File: src/rtl/dvi_pattern_scheduler.sv
// Frame-synchronous test-pattern source between the VESA timing generator and the DVI encoder.
// Syncs and a 24-bit RGB pattern are registered together, so every output lags its input by one.
module dvi_pattern_scheduler #(
    parameter int unsigned H_ACTIVE           = 1280,
    parameter int unsigned BAR_W              = 160,
    parameter int unsigned FRAMES_PER_PATTERN = 120,
    parameter int unsigned CHK_SHIFT          = 5,
    parameter bit          VS_ACTIVE          = 1'b1
) (
    input  logic        pix_clk,
    input  logic        rst_n,
    input  logic        vsync_i,
    input  logic        hsync_i,
    input  logic        de_i,
    input  logic [10:0] column_i,
    input  logic [10:0] row_i,
    input  logic        auto_en,
    input  logic        next_req,
    output logic        vsync_o,
    output logic        hsync_o,
    output logic        de_o,
    output logic [7:0]  red_o,
    output logic [7:0]  green_o,
    output logic [7:0]  blue_o,
    output logic [2:0]  pattern_id
);

    localparam int unsigned FrameCntW = (FRAMES_PER_PATTERN > 1) ? $clog2(FRAMES_PER_PATTERN) : 1;
    localparam int unsigned BarCntW   = (BAR_W > 1) ? $clog2(BAR_W) : 1;

    localparam logic [FrameCntW-1:0] FrameLast = FrameCntW'(FRAMES_PER_PATTERN - 1);
    localparam logic [BarCntW-1:0]   BarLast   = BarCntW'(BAR_W - 1);
    localparam logic [10:0]          LineLast  = 11'(H_ACTIVE - 1);

    localparam logic [2:0] PatBars    = 3'd0;
    localparam logic [2:0] PatGrey    = 3'd1;
    localparam logic [2:0] PatChecker = 3'd2;
    localparam logic [2:0] PatWhite   = 3'd3;
    localparam logic [2:0] PatLine    = 3'd4;

    typedef enum logic [1:0] {StWaitSync, StRun, StSwitch} state_e;

    state_e               state_q, state_d;
    logic                 vsync_q, hsync_q, de_q;
    logic [23:0]          rgb_q, rgb_d, pix;
    logic [2:0]           pattern_q, pattern_d, pattern_inc;
    logic [FrameCntW-1:0] frame_cnt_q, frame_cnt_d;
    logic [10:0]          line_pos_q, line_pos_d;
    logic                 pending_q, pending_d;
    logic [BarCntW-1:0]   bar_cnt_q, bar_cnt_d;
    logic [2:0]           bar_idx_q, bar_idx_d;
    logic                 fs, auto_hit, unused_row;

    // Only the checkerboard bit of row_i is consumed.
    assign unused_row = ^row_i;

    assign fs          = (vsync_i == VS_ACTIVE) && (vsync_q != VS_ACTIVE);
    assign auto_hit    = auto_en && (frame_cnt_q == FrameLast);
    assign pattern_inc = (pattern_q == PatLine) ? 3'd0 : pattern_q + 3'd1;

    always_comb begin
        state_d     = state_q;
        pattern_d   = pattern_q;
        frame_cnt_d = frame_cnt_q;
        line_pos_d  = line_pos_q;
        pending_d   = pending_q | next_req;
        unique case (state_q)
            StWaitSync: begin
                if (fs) state_d = StRun;
            end
            StRun: begin
                if (fs) begin
                    if (pending_q || next_req || auto_hit) begin
                        state_d   = StSwitch;
                        pending_d = 1'b1;
                    end
                    if (frame_cnt_q != FrameLast) frame_cnt_d = frame_cnt_q + FrameCntW'(1);
                    if (pattern_q == PatLine) begin
                        line_pos_d = (line_pos_q == LineLast) ? 11'd0 : line_pos_q + 11'd1;
                    end
                end
            end
            StSwitch: begin
                state_d     = StRun;
                pattern_d   = pattern_inc;
                frame_cnt_d = '0;
                pending_d   = next_req;
                if (pattern_inc == PatLine) line_pos_d = '0;
            end
            default: state_d = StWaitSync;
        endcase
    end

    // Bar position is counted in data-enable cycles, independent of column_i.
    always_comb begin
        bar_cnt_d = '0;
        bar_idx_d = '0;
        if (de_i) begin
            if (bar_cnt_q == BarLast) begin
                bar_cnt_d = '0;
                bar_idx_d = bar_idx_q + 3'd1;
            end else begin
                bar_cnt_d = bar_cnt_q + BarCntW'(1);
                bar_idx_d = bar_idx_q;
            end
        end
    end

    always_comb begin
        pix = '0;
        unique case (pattern_q)
            PatBars:    pix = {{8{bar_idx_q[2]}}, {8{bar_idx_q[1]}}, {8{bar_idx_q[0]}}};
            PatGrey:    pix = {3{column_i[9:2]}};
            PatChecker: pix = (column_i[CHK_SHIFT] ^ row_i[CHK_SHIFT]) ? 24'hFF_FFFF : 24'h0;
            PatWhite:   pix = 24'hFF_FFFF;
            PatLine:    pix = (column_i == line_pos_q) ? 24'hFF_FFFF : 24'h0;
            default:    pix = '0;
        endcase
        rgb_d = (de_i && (state_q != StWaitSync)) ? pix : 24'h0;
    end

    always_ff @(posedge pix_clk or negedge rst_n) begin
        if (!rst_n) begin
            state_q     <= StWaitSync;
            vsync_q     <= 1'b0;
            hsync_q     <= 1'b0;
            de_q        <= 1'b0;
            rgb_q       <= '0;
            pattern_q   <= PatBars;
            frame_cnt_q <= '0;
            line_pos_q  <= '0;
            pending_q   <= 1'b0;
            bar_cnt_q   <= '0;
            bar_idx_q   <= '0;
        end else begin
            state_q     <= state_d;
            vsync_q     <= vsync_i;
            hsync_q     <= hsync_i;
            de_q        <= de_i;
            rgb_q       <= rgb_d;
            pattern_q   <= pattern_d;
            frame_cnt_q <= frame_cnt_d;
            line_pos_q  <= line_pos_d;
            pending_q   <= pending_d;
            bar_cnt_q   <= bar_cnt_d;
            bar_idx_q   <= bar_idx_d;
        end
    end

    assign vsync_o    = vsync_q;
    assign hsync_o    = hsync_q;
    assign de_o       = de_q;
    assign red_o      = rgb_q[23:16];
    assign green_o    = rgb_q[15:8];
    assign blue_o     = rgb_q[7:0];
    assign pattern_id = pattern_q;

endmodule

File: config.mk
export PLATFORM = sky130hd
export DESIGN_NAME = dvi_pattern_scheduler
export DESIGN_NICKNAME = d
export VERILOG_FILES = /design/src/rtl/dvi_pattern_scheduler.sv
export SDC_FILE = /design/constraint.sdc
export NUM_CORES = 1
export LEC_CHECK = 0
export CORE_UTILIZATION = 54
export CTS_BUF_LIST = sky130_fd_sc_hd__clkbuf_4
export CTS_CLUSTER_DIAMETER = 80
export DETAILED_ROUTE_END_ITERATION = 12
export GPL_TIMING_DRIVEN = 0
export PLACE_DENSITY = 0.82
export SYNTH_ARGS = -nofsm -noshare
export SYNTH_HDL_FRONTEND = slang
export SYNTH_SLANG_ARGS = --single-unit
File: constraint.sdc
create_clock -name pix_clk -period 2.8 [get_ports pix_clk]
set_input_delay 0.28 -clock pix_clk [delete_from_list [all_inputs] [get_ports pix_clk]]
set_output_delay 0.28 -clock pix_clk [all_outputs]
set_load 0.005 [all_outputs]
==> summary.md, run 1 <==
| Metric | Value |
|---|---|
| CP endpoint kind | register |
| Data arrival, critical path | 2.56 ns |
| Worst hold stages | 1 |
| Pin count of the biggest net entering global routing | 44 |
| Outcome | finished clean |
| Mapped Cells | 307 |
| Synth Area in Compound Gates | 18.6% |
| HPWL Detailed | 5.40 mm |
| Clock Skew | 0.00922 ns |
| Async S/R FF share, synth | 100% |
| Yosys warning total | 0 |
| Die area | 6280 sq um |
| Buffers added on ports | 48 |
| Largest delay contributor family on the critical path | compound AO/OA/AOI/OAI gates |
| Fin util | 70.0% |
| Max-cap violation count | 0 |
| Synth Area in Adders | 5.05% |
| Kind of critical path | register to register |
| Ant. Diodes | 0 |
| Final setup viols | 0 |
| Final Power | 3.36 mW |
| Most frequent CP cell | ha_1 |
| Worst-Margin Slew | 0.656 ns |
| Relative slew slack | 56.0% |
| Startpoint Class | register |
| Die width | 79.2 microns |
| Skew-Pair Late Insertion Delay | 0.42 ns |
| Die Span Y | 79.2 microns |
| Main combinational cell family by area after synthesis | compound AO/OA/AOI/OAI gates |
| HP Class | input pin to register |
| Floorplan core area | 5640 sq um |
| Initial antenna violation count | 0 |
| Max Freq | 0.445 GHz |
| Area grow syn2layout | 22.6% |
| Resize count post-CTS | 0 |
| Antenna viol nets, final | 0 |
| Final Hold Fails | 0 |
| Max incr delay on CP | 0.44 ns |
| Final Max Slew Viols | 0 |
| Crit share post-route | 80.3% |
| Worst-path clk slew | 0.10 ns |
| WL per Instance | 17.0 microns |
| EDFF count, synth | 0 |
| CP max FO | 8 |
| Total gr overflow | 0 |
| Vias in the first global route | 2568 |
| Bufs on Longest Clock Path | 2 |
| Fillers | 407 |
| Primary FF master, synth | dfrtp_1 |
| Final min period | 2.25 ns |
| Routed wire length | 7.55 mm |
| Final GP Congestion | 0.835 |
| Initial Util | 57.1% |
| Share of cells above drive strength 1 | 8.58% |
| Commonest non-fill, non-tap cell in the layout | dfrtp_1 |
| Worst Path Buf+Inv | 1 |
| Clk sinks | 62 |
| CTS Buf Count | 9 |
| Cells on worst reg2reg path | 7 |
| Worst VDD drop | 578 uV |
| CP required | 3.11 ns |
| Power density cells | 851 nW/um^2 |
| H-tree depth | 3 |
| Leakage | 1.68 nW |
| IO Count | 59 |
| CTS tree | yes |
| First-pass DRT Iterations | 5 |
| Iteration-0 DRC Markers | 194 |
| Vias | 2747 |
| Total GRT Usage | 26.7% |
| Unrepaired setup endpoints after global routing | no |
| Syn Nets | 349 |
| Drt drc | 0 |
| Distinct cells, synth | 60 |
| Slowest-stage cell, CP | dfrtp_1 |
| Via density | 6.17 |
| Root buffer cell | clkbuf_4 |
| Most frequent cells in the layout | dfrtp_1 (62), clkdlybuf4s50_1 (47), nand2_1 (27) |
| Row cnt | 27 |
| Nets@finish | 410 |
| Stages on worst setup path | 7 |
| Fin Setup TNS | 0 ns |
| Simple-Gate Fraction of Synth Area | 17.4% |
| Syn avg cell area | 10.5 sq um |
| Mux share of post-synthesis cell area | 0.660% |
| Global-route wire length before repair | 12.5 mm |
| Cell Area, Synth | 3220 sq um |
| Register area share after synthesis | 48.2% |
| Post-synthesis xor/xnor area fraction | 6.25% |
| #FFs+latches synth | 62 |
| Crit-path cells | ha_1, ha_1, a211oi_1, a211oi_2, or2_1, buf_6, a221o_1 |
==> flip-flops by register name, indices dropped and copies added (netlist names) <==
| register | count |
|---|---|
| bar_idx_q | 3 |
| pattern_id | 3 |
| bar_cnt_q | 8 |
| line_pos_q | 11 |
| frame_cnt_q | 7 |
| de_o | 1 |
| hsync_o | 1 |
| rgb_q | 24 |
| pending_q | 1 |
| state_q | 2 |
| vsync_o | 1 |
==> synthesized netlist by cell type, types with 2 or more instances <==
master	number	area share (%)
a211o_1	2	0.54
a21oi_1	9	1.4
a221o_1	3	0.93
a22o_1	2	0.54
a31oi_1	3	0.58
a41oi_1	24	6.5
and2_1	6	1.2
and2b_1	2	0.47
and3_1	7	1.4
and4_1	3	0.82
buf_2	5	0.78
buf_6	3	1.0
clkbuf_1	9	1.0
dfrtp_1	62	48
ha_1	13	5.0
inv_1	7	0.82
nand2_1	27	3.1
nand2b_1	3	0.58
nand3_1	16	2.5
nand3b_1	2	0.47
nand4_1	3	0.58
nor2_1	17	2.0
nor2b_1	5	0.97
nor3_1	2	0.31
nor4_1	2	0.39
o2111ai_1	2	0.54
o21a_1	2	0.47
o21ai_0	9	1.4
o21ai_1	3	0.47
o31ai_1	3	0.70
xnor2_1	4	1.1
xor2_1	19	5.2
==> routing by layer <==
layer | up-vias | track usage, % | share of wire [%]
li1 | 1267 | - | -
met1 | 1333 | 33.8 | 43
met2 | 131 | 44.2 | 49
met3 | 16 | 5.86 | 6.6
met4 | 0 | 10.9 | 1.9
met5 | - | 0 | 0
==> stage by stage <==
stage	instances	setup slack, ns	hold WS, ns	instance area [sq um]
5_1_grt	445	0.434	0.284	3950
6_report	445	0.553	0.290	3950
3_5_place_dp	428	0.554	0.271	3810
4_1_cts	445	0.550	0.283	3950
2_1_floorplan	307	0.724	-0.0156	3220
3_3_place_gp	427	-0.428	0.484	3790
==> kinds of logic (layout without fill, tap and decap cells) <==
logic type                 count (synthesis)  count (layout)
muxes                                      2               2
AOI/OAI and AO/OA                         77              77
and+or+nand+nor                          104             104
DFF                                       62              62
adders and majority gates                 13              13
xor gates and xnor gates                  23              23
buffers and inverters                     26              92
==> final cells by class <==
type	instances	area, sq um	share of cell area [%]
plain buffers	18	96.3	2.44
flip-flops and latches	62	1550	39.3
clock inverters	5	50.0	1.27
clock buffers	11	82.6	2.09
inverters	8	30.0	0.760
repair buffers	50	505	12.8
multi-input cells	219	1540	39.1
well taps	72	90.1	2.28
==> report_power, final <==
group | leakage (nW) | total, mW | switching [mW] | internal (mW)
clock network | 0.0719 | 0.621 | 0.336 | 0.285
logic | 0.800 | 1.49 | 0.835 | 0.651
registers | 0.812 | 1.25 | 0.164 | 1.09
==> worst reg2reg max path: stages (launching register included) <==
cell	delay, ns
dfrtp_1	0.44
ha_1	0.22
ha_1	0.29
a211oi_1	0.28
a211oi_2	0.16
or2_1	0.27
buf_6	0.14
a221o_1	0.35
==> path summary, 6_finish.rpt <==
path                                           start  slack, ns                          to
setup / recovery           pattern_id[0]$_DFFE_PN0P_       0.55   line_pos_q[5]$_DFFE_PN0P_
hold / removal                               hsync_i       0.29           hsync_o$_DFF_PN0_
setup reg to reg           pattern_id[0]$_DFFE_PN0P_       0.55   line_pos_q[5]$_DFFE_PN0P_
hold reg to reg                  pending_q$_DFF_PN0_       0.54         pending_q$_DFF_PN0_
max in group asynchronous                      rst_n       1.88  frame_cnt_q[4]$_DFFE_PN0P_
min in group asynchronous                      rst_n       0.34      bar_cnt_q[0]$_DFF_PN0_
==> repair_timing <==
item                                   4_1_cts  5_1_grt
setup endpoints to repair                    0        0
buffers inserted                             0        0
hold buffers                                 1        0
endpoints found under the hold margin       19        0
Power figures use the tool's default switching activity.
==> run 2: changes to the inputs <==
--- a/config.mk
+++ b/config.mk
@@ -5,12 +5,12 @@
 export SDC_FILE = /design/constraint.sdc
 export NUM_CORES = 1
 export LEC_CHECK = 0
-export CORE_UTILIZATION = 54
+export CORE_UTILIZATION = 49
 export CTS_BUF_LIST = sky130_fd_sc_hd__clkbuf_4
 export CTS_CLUSTER_DIAMETER = 80
 export DETAILED_ROUTE_END_ITERATION = 12
 export GPL_TIMING_DRIVEN = 0
-export PLACE_DENSITY = 0.82
+export PLACE_DENSITY = 0.78
 export SYNTH_ARGS = -nofsm -noshare
 export SYNTH_HDL_FRONTEND = slang
 export SYNTH_SLANG_ARGS = --single-unit
==> constraint.sdc (replaced) <==
create_clock -name pix_clk -period 1.9 [get_ports pix_clk]
set_input_delay 0.19 -clock pix_clk [delete_from_list [all_inputs] [get_ports pix_clk]]
set_output_delay 0.19 -clock pix_clk [all_outputs]
set_load 0.005 [all_outputs]
==> run 2 against run 1 <==
Effect of this change: the flow now finishes with violations (setup timing); combinational power is 87% higher; global-route usage decreased by 4.0 points; clock skew fell by 0.0036 ns; setup slack got worse by 0.61 ns; largest cell class is now multi-input combinational cells.
==> summary.md, run 2 (synthesis gave the netlist of run 1 again) <==
| Metric | Value |
|---|---|
| Dpl cell area | 3830 sq um |
| Post-route cell area | 4220 sq um |
| Largest regs | rgb_q (24), line_pos_q (11), bar_cnt_q (8) |
| Fin util | 66.5% |
| Hold EP | hsync_o$_DFF_PN0_ |
| Unrepaired setup endpoints after global routing | yes |
| Power density cells | 1280 nW/um^2 |
| Failing checks | setup timing |
| Via density | 5.90 |
| Iteration-0 DRC Markers | 121 |
| Routed wire length | 7.82 mm |
| Pre-CTS WS | -0.367 ns |
| Outcome | finished, violations left |
| HPWL Detailed | 5.22 mm |
| RR Endpoint | line_pos_q[9]$_DFFE_PN0P_ |
| Data arrival, critical path | 2.25 ns |
| Total GRT Usage | 22.6% |
| Ant. Diodes | 0 |
| RR Startpoint | pattern_id[0]$_DFFE_PN0P_ |
| Cells on worst reg2reg path | 7 |
| Row cnt | 29 |
| Final Hold Fails | 0 |
| Hold Path Origin | hsync_i |
| Startpoint Class | register |
| Worst-path clk slew | 0.10 ns |
| Initial Util | 50.7% |
| IO Count | 59 |
| Finished Layout Cells | 462 |
| Antenna viol nets, final | 0 |
| Root buffer cell | clkbuf_4 |
| Bufs on Longest Clock Path | 2 |
| Die Span Y | 83.1 microns |
| Clock Skew | 0.00559 ns |
| Final WS setup | -0.0619 ns |
| Max Freq | 0.510 GHz |
| Crit share post-route | 103% |
| Skew-Pair Late Insertion Delay | 0.40 ns |
| CTS tree | yes |
| Final min period | 1.96 ns |
| Buffers added on ports | 48 |
| Global-route wire length before repair | 12.4 mm |
| H-tree depth | 3 |
| Nets@finish | 422 |
| Area grow syn2layout | 31.1% |
| Drt drc | 0 |
| Reg with most FFs | rgb_q |
| Relative slew slack | 65.9% |
| Worst VDD drop | 685 uV |
| Final setup viols | 4 |
| Final GP Congestion | 0.972 |
| Pin count of the biggest net entering global routing | 43 |
| Commonest non-fill, non-tap cell in the layout | dfrtp_1 |
| Fillers | 474 |
| First-pass DRT Iterations | 4 |
| Vias in the first global route | 2596 |
| Vias | 2725 |
| Worst reg2reg setup slack | -0.06 ns |
| Die area | 6900 sq um |
| Die width | 83.1 microns |
| CP max FO | 8 |
| Fin Setup TNS | -0.174 ns |
| Worst hold stages | 1 |
| WL per Instance | 16.9 microns |
| CP required | 2.19 ns |
| Max-cap violation count | 0 |
| Most frequent cells in the layout | dfrtp_1 (59), clkdlybuf4s50_1 (47), nand2_1 (27) |
| Share of cells above drive strength 1 | 19.5% |
| Initial antenna violation count | 0 |
| CP endpoint kind | register |
| CTS Buf Count | 9 |
| Largest register FFs | 24 |
| Worst-Margin Slew | 0.511 ns |
| HP Class | input pin to register |
| Leakage | 1.77 nW |
| Kind of critical path | register to register |
| Total gr overflow | 0 |
| Dpl cells | 433 |
| Final Max Slew Viols | 0 |
| Clk sinks | 62 |
| Floorplan core area | 6350 sq um |
| Crit path from | pattern_id[0]$_DFFE_PN0P_ |
run 2: how the worst max path moves through the flow:
stage | slack [ns] | to | depth (start not counted)
final | -0.06 | line_pos_q[9]$_DFFE_PN0P_ | 7
after global routing | -0.14 | line_pos_q[5]$_DFFE_PN0P_ | 7
after CTS | -0.08 | line_pos_q[9]$_DFFE_PN0P_ | 7
after detailed placement | -0.37 | line_pos_q[3]$_DFFE_PN0P_ | 6
after global placement | -1.26 | frame_cnt_q[6]$_DFFE_PN0P_ | 1
after floorplan | 0.004 | line_pos_q[3]$_DFFE_PN0P_ | 6
run 2: critical path: stages (launching register included):
cell,delay (ns)
dfrtp_2,0.46
ha_4,0.18
ha_4,0.22
a211oi_4,0.19
a211oi_4,0.09
or2_1,0.24
buf_6,0.14
a221o_1,0.34
run 2: power by group:
group	switching, mW	internal (mW)
registers	0.243	1.61
clock network	0.466	0.288
logic	1.44	1.35
total	2.15	3.25
run 2: metrics by stage:
| step | power (mW) | hold slack (ns) |
|---|---|---|
| 2_1_floorplan | 3.26 | -0.106 |
| 3_3_place_gp | 3.96 | 0.481 |
| 3_5_place_dp | 4.04 | 0.194 |
| 4_1_cts | 5.19 | 0.208 |
| 5_1_grt | 5.75 | 0.208 |
| 6_report | 5.40 | 0.217 |
run 2: metal layers:
metal | track usage (%) | up-vias | routed length (microns)
met5 | 0 | - | 0
met4 | 11.0 | 0 | 156
met3 | 3.28 | 15 | 378
met2 | 37.6 | 97 | 3950
met1 | 29.2 | 1331 | 3340
li1 | - | 1282 | -
run 2: timing repair:
item	in CTS	in global routing
pin swaps	2	3
gates cloned	0	1
hold buffers	1	0
endpoints found under the hold margin	20	0
gates resized for setup	20	31
setup buffers	7	4
setup endpoints to repair	37	40
run 2: cell type report:
cell class	instances	area [sq um]	area share, %
Timing Repair Buffer	62	607	14.4
Multi-Input combinational cell	219	1710	40.5
Inverter	8	30.0	0.711
Tap cell	77	96.3	2.28
Sequential cell	62	1560	36.8
Clock buffer	11	82.6	1.96
Clock inverter	5	26.3	0.622
Buffer	18	114	2.70
==> run 3: changes to the inputs <==
--- a/config.mk
+++ b/config.mk
@@ -6,9 +6,10 @@
 export NUM_CORES = 1
 export LEC_CHECK = 0
 export CORE_UTILIZATION = 49
-export CTS_BUF_LIST = sky130_fd_sc_hd__clkbuf_4
+export CTS_BUF_LIST = sky130_fd_sc_hd__clkbuf_4 sky130_fd_sc_hd__clkbuf_8
 export CTS_CLUSTER_DIAMETER = 80
 export DETAILED_ROUTE_END_ITERATION = 12
+export GPL_ROUTABILITY_DRIVEN = 0
 export GPL_TIMING_DRIVEN = 0
 export PLACE_DENSITY = 0.78
 export SYNTH_ARGS = -nofsm -noshare
==> run 3 against run 2 <==
Effect of this change: the flow still finishes with violations (setup timing); clock skew increased by 0.00053 ns; sequential power about the same; first-iteration DRC count decreased by 14%; cell area decreased by 0.12%; critical endpoint is now line_pos_q[5]$_DFFE_PN0P_; highest routed layer unchanged.
==> summary.md, run 3 (synthesis gave the netlist of run 1 again) <==
| Metric | Value |
|---|---|
| Area grow syn2layout | 30.9% |
| Vias | 2679 |
| Initial antenna violation count | 0 |
| Pin count of the biggest net entering global routing | 34 |
| Iteration-0 DRC Markers | 104 |
| Antenna viol nets, final | 0 |
| Clock Skew | 0.00612 ns |
| Leakage | 1.79 nW |
| Global-route wire length before repair | 12.6 mm |
| Unrepaired setup endpoints after global routing | yes |
| Power share of the clock group | 23.4% |
| Outcome | finished, violations left |
| Sw Share | 36.9% |
| Die Span Y | 83.1 microns |
| Worst-Margin Slew | 0.705 ns |
| RR Startpoint | pattern_id[0]$_DFFE_PN0P_ |
| Switch Pwr | 2.11 mW |
| Data arrival, critical path | 2.21 ns |
| Final WS setup | -0.0802 ns |
| Total gr overflow | 0 |
| Floorplan core area | 6350 sq um |
| Fin Hold WS | 0.279 ns |
| Post-route cell area | 4220 sq um |
| Failing checks | setup timing |
| Bufs on Longest Clock Path | 2 |
| Worst-path clk slew | 0.07 ns |
| CP endpoint kind | register |
| CP required | 2.13 ns |
| CTS Buf Count | 9 |
| Final Max Slew Viols | 0 |
| Relative slew slack | 53.0% |
| Crit path from | pattern_id[0]$_DFFE_PN0P_ |
| Reg with most FFs | rgb_q |
| CTS tree | yes |
| H-tree depth | 3 |
| Final Hold Fails | 0 |
| Skew-Pair Late Insertion Delay | 0.35 ns |
| Row cnt | 29 |
| Power density cells | 1360 nW/um^2 |
| Drt drc | 0 |
| Vias in the first global route | 2593 |
| Kind of critical path | register to register |
| Max-cap violation count | 0 |
| Buffers added on ports | 48 |
| Reg power frac | 32.5% |
| Routed wire length | 7.47 mm |
| Root buffer cell | clkbuf_8 |
| RR Endpoint | line_pos_q[5]$_DFFE_PN0P_ |
| Crit share post-route | 104% |
| First-pass DRT Iterations | 4 |
| Via density | 5.85 |
| Ant. Diodes | 0 |
| Total GRT Usage | 23.0% |
| Largest regs | rgb_q (24), line_pos_q (11), bar_cnt_q (8) |
| Max Freq | 0.505 GHz |
| Pre-CTS WS | -0.326 ns |
| Fin util | 66.4% |
| Startpoint Class | register |
| HPWL Detailed | 5.20 mm |
| Clk sinks | 62 |
| Dpl cell area | 3830 sq um |
| Nets@finish | 418 |
| CP max FO | 8 |
| Die width | 83.1 microns |
| Commonest non-fill, non-tap cell in the layout | dfrtp_1 |
| Worst reg2reg setup slack | -0.08 ns |
| Crit path to | line_pos_q[5]$_DFFE_PN0P_ |
| HP Class | input pin to register |
| Pint | 3.61 mW |
| Final setup viols | 6 |
| Final min period | 1.98 ns |
| Die area | 6900 sq um |
| Worst VDD drop | 822 uV |
| Cells on worst reg2reg path | 7 |
| IO Count | 59 |
| Largest register FFs | 24 |
| Most frequent cells in the layout | dfrtp_1 (61), clkdlybuf4s50_1 (47), nand2_1 (27) |
| Initial Util | 50.7% |
| Share of cells above drive strength 1 | 16.5% |
| WL per Instance | 16.3 microns |
| Comb power frac | 44.2% |
[run 3: cell types whose count changed in the layout (fill, tap and decap cells not counted), sizes merged]
cell and change:
clkinv -2, buf -3, clkbuf -1, bufinv +2
[run 3: timing repair]
action	in CTS	in global routing
endpoints found under the setup margin	36	42
hold buffers	1	0
setup buffers	3	5
gates resized for setup	12	21
hold endpoints to repair	29	0
pin swaps	1	1
[run 3: worst min-delay path by stage]
stage                         from                endpoint  cells after the start
2_1_floorplan                rst_n  bar_cnt_q[0]$_DFF_PN0_                      0
3_3_place_gp   pending_q$_DFF_PN0_     pending_q$_DFF_PN0_                      2
3_5_place_dp                 rst_n  bar_cnt_q[1]$_DFF_PN0_                      1
4_1_cts                    hsync_i       hsync_o$_DFF_PN0_                      1
5_1_grt                    hsync_i       hsync_o$_DFF_PN0_                      1
6_report                   hsync_i       hsync_o$_DFF_PN0_                      1
[run 3: worst max-delay path: stages (launching register included)]
cell,delay (ns)
dfrtp_1,0.43
ha_2,0.21
ha_4,0.22
a211oi_4,0.19
a211oi_4,0.09
or2_1,0.23
buf_6,0.14
a221o_1,0.35
[run 3: layout make-up]
type                    instances  area, sq um
fillers                       475         2130
multi-input cells             219         1630
flip-flops and latches         62         1550
repair buffers                 58          566
clock buffers                  11          151
plain buffers                  18          108
well taps                      77         96.3
clock inverters                 5         81.3
inverters                       8         30.0
[run 3: metal layers]
layer / GRT usage, % / vias to the layer above / share of wire [%]
met5: 0 / - / 0
met4: 8.93 / 0 / 2.1
met3: 5.96 / 14 / 4.4
met2: 37.0 / 77 / 50
met1: 29.8 / 1307 / 43
li1: - / 1281 / -
[run 3: power by group through the flow]
stage | Combinational (mW) | Sequential [mW] | Clock (mW)
finish | 2.53 | 1.86 | 1.34
global route | 2.77 | 1.89 | 1.44
CTS | 2.40 | 1.85 | 1.35
detailed placement | 2.16 | 1.87 | 0
global placement | 2.09 | 1.86 | 0
floorplan | 1.42 | 1.84 | 0
[run 3: per-stage QoR]
stage	cells	setup TNS (ns)	total power [mW]
2_1_floorplan	307	0	3.26
3_3_place_gp	432	-81.62	3.95
3_5_place_dp	433	-4.15	4.03
4_1_cts	453	-0.185	5.60
5_1_grt	458	-0.856	6.10
6_report	458	-0.261	5.72
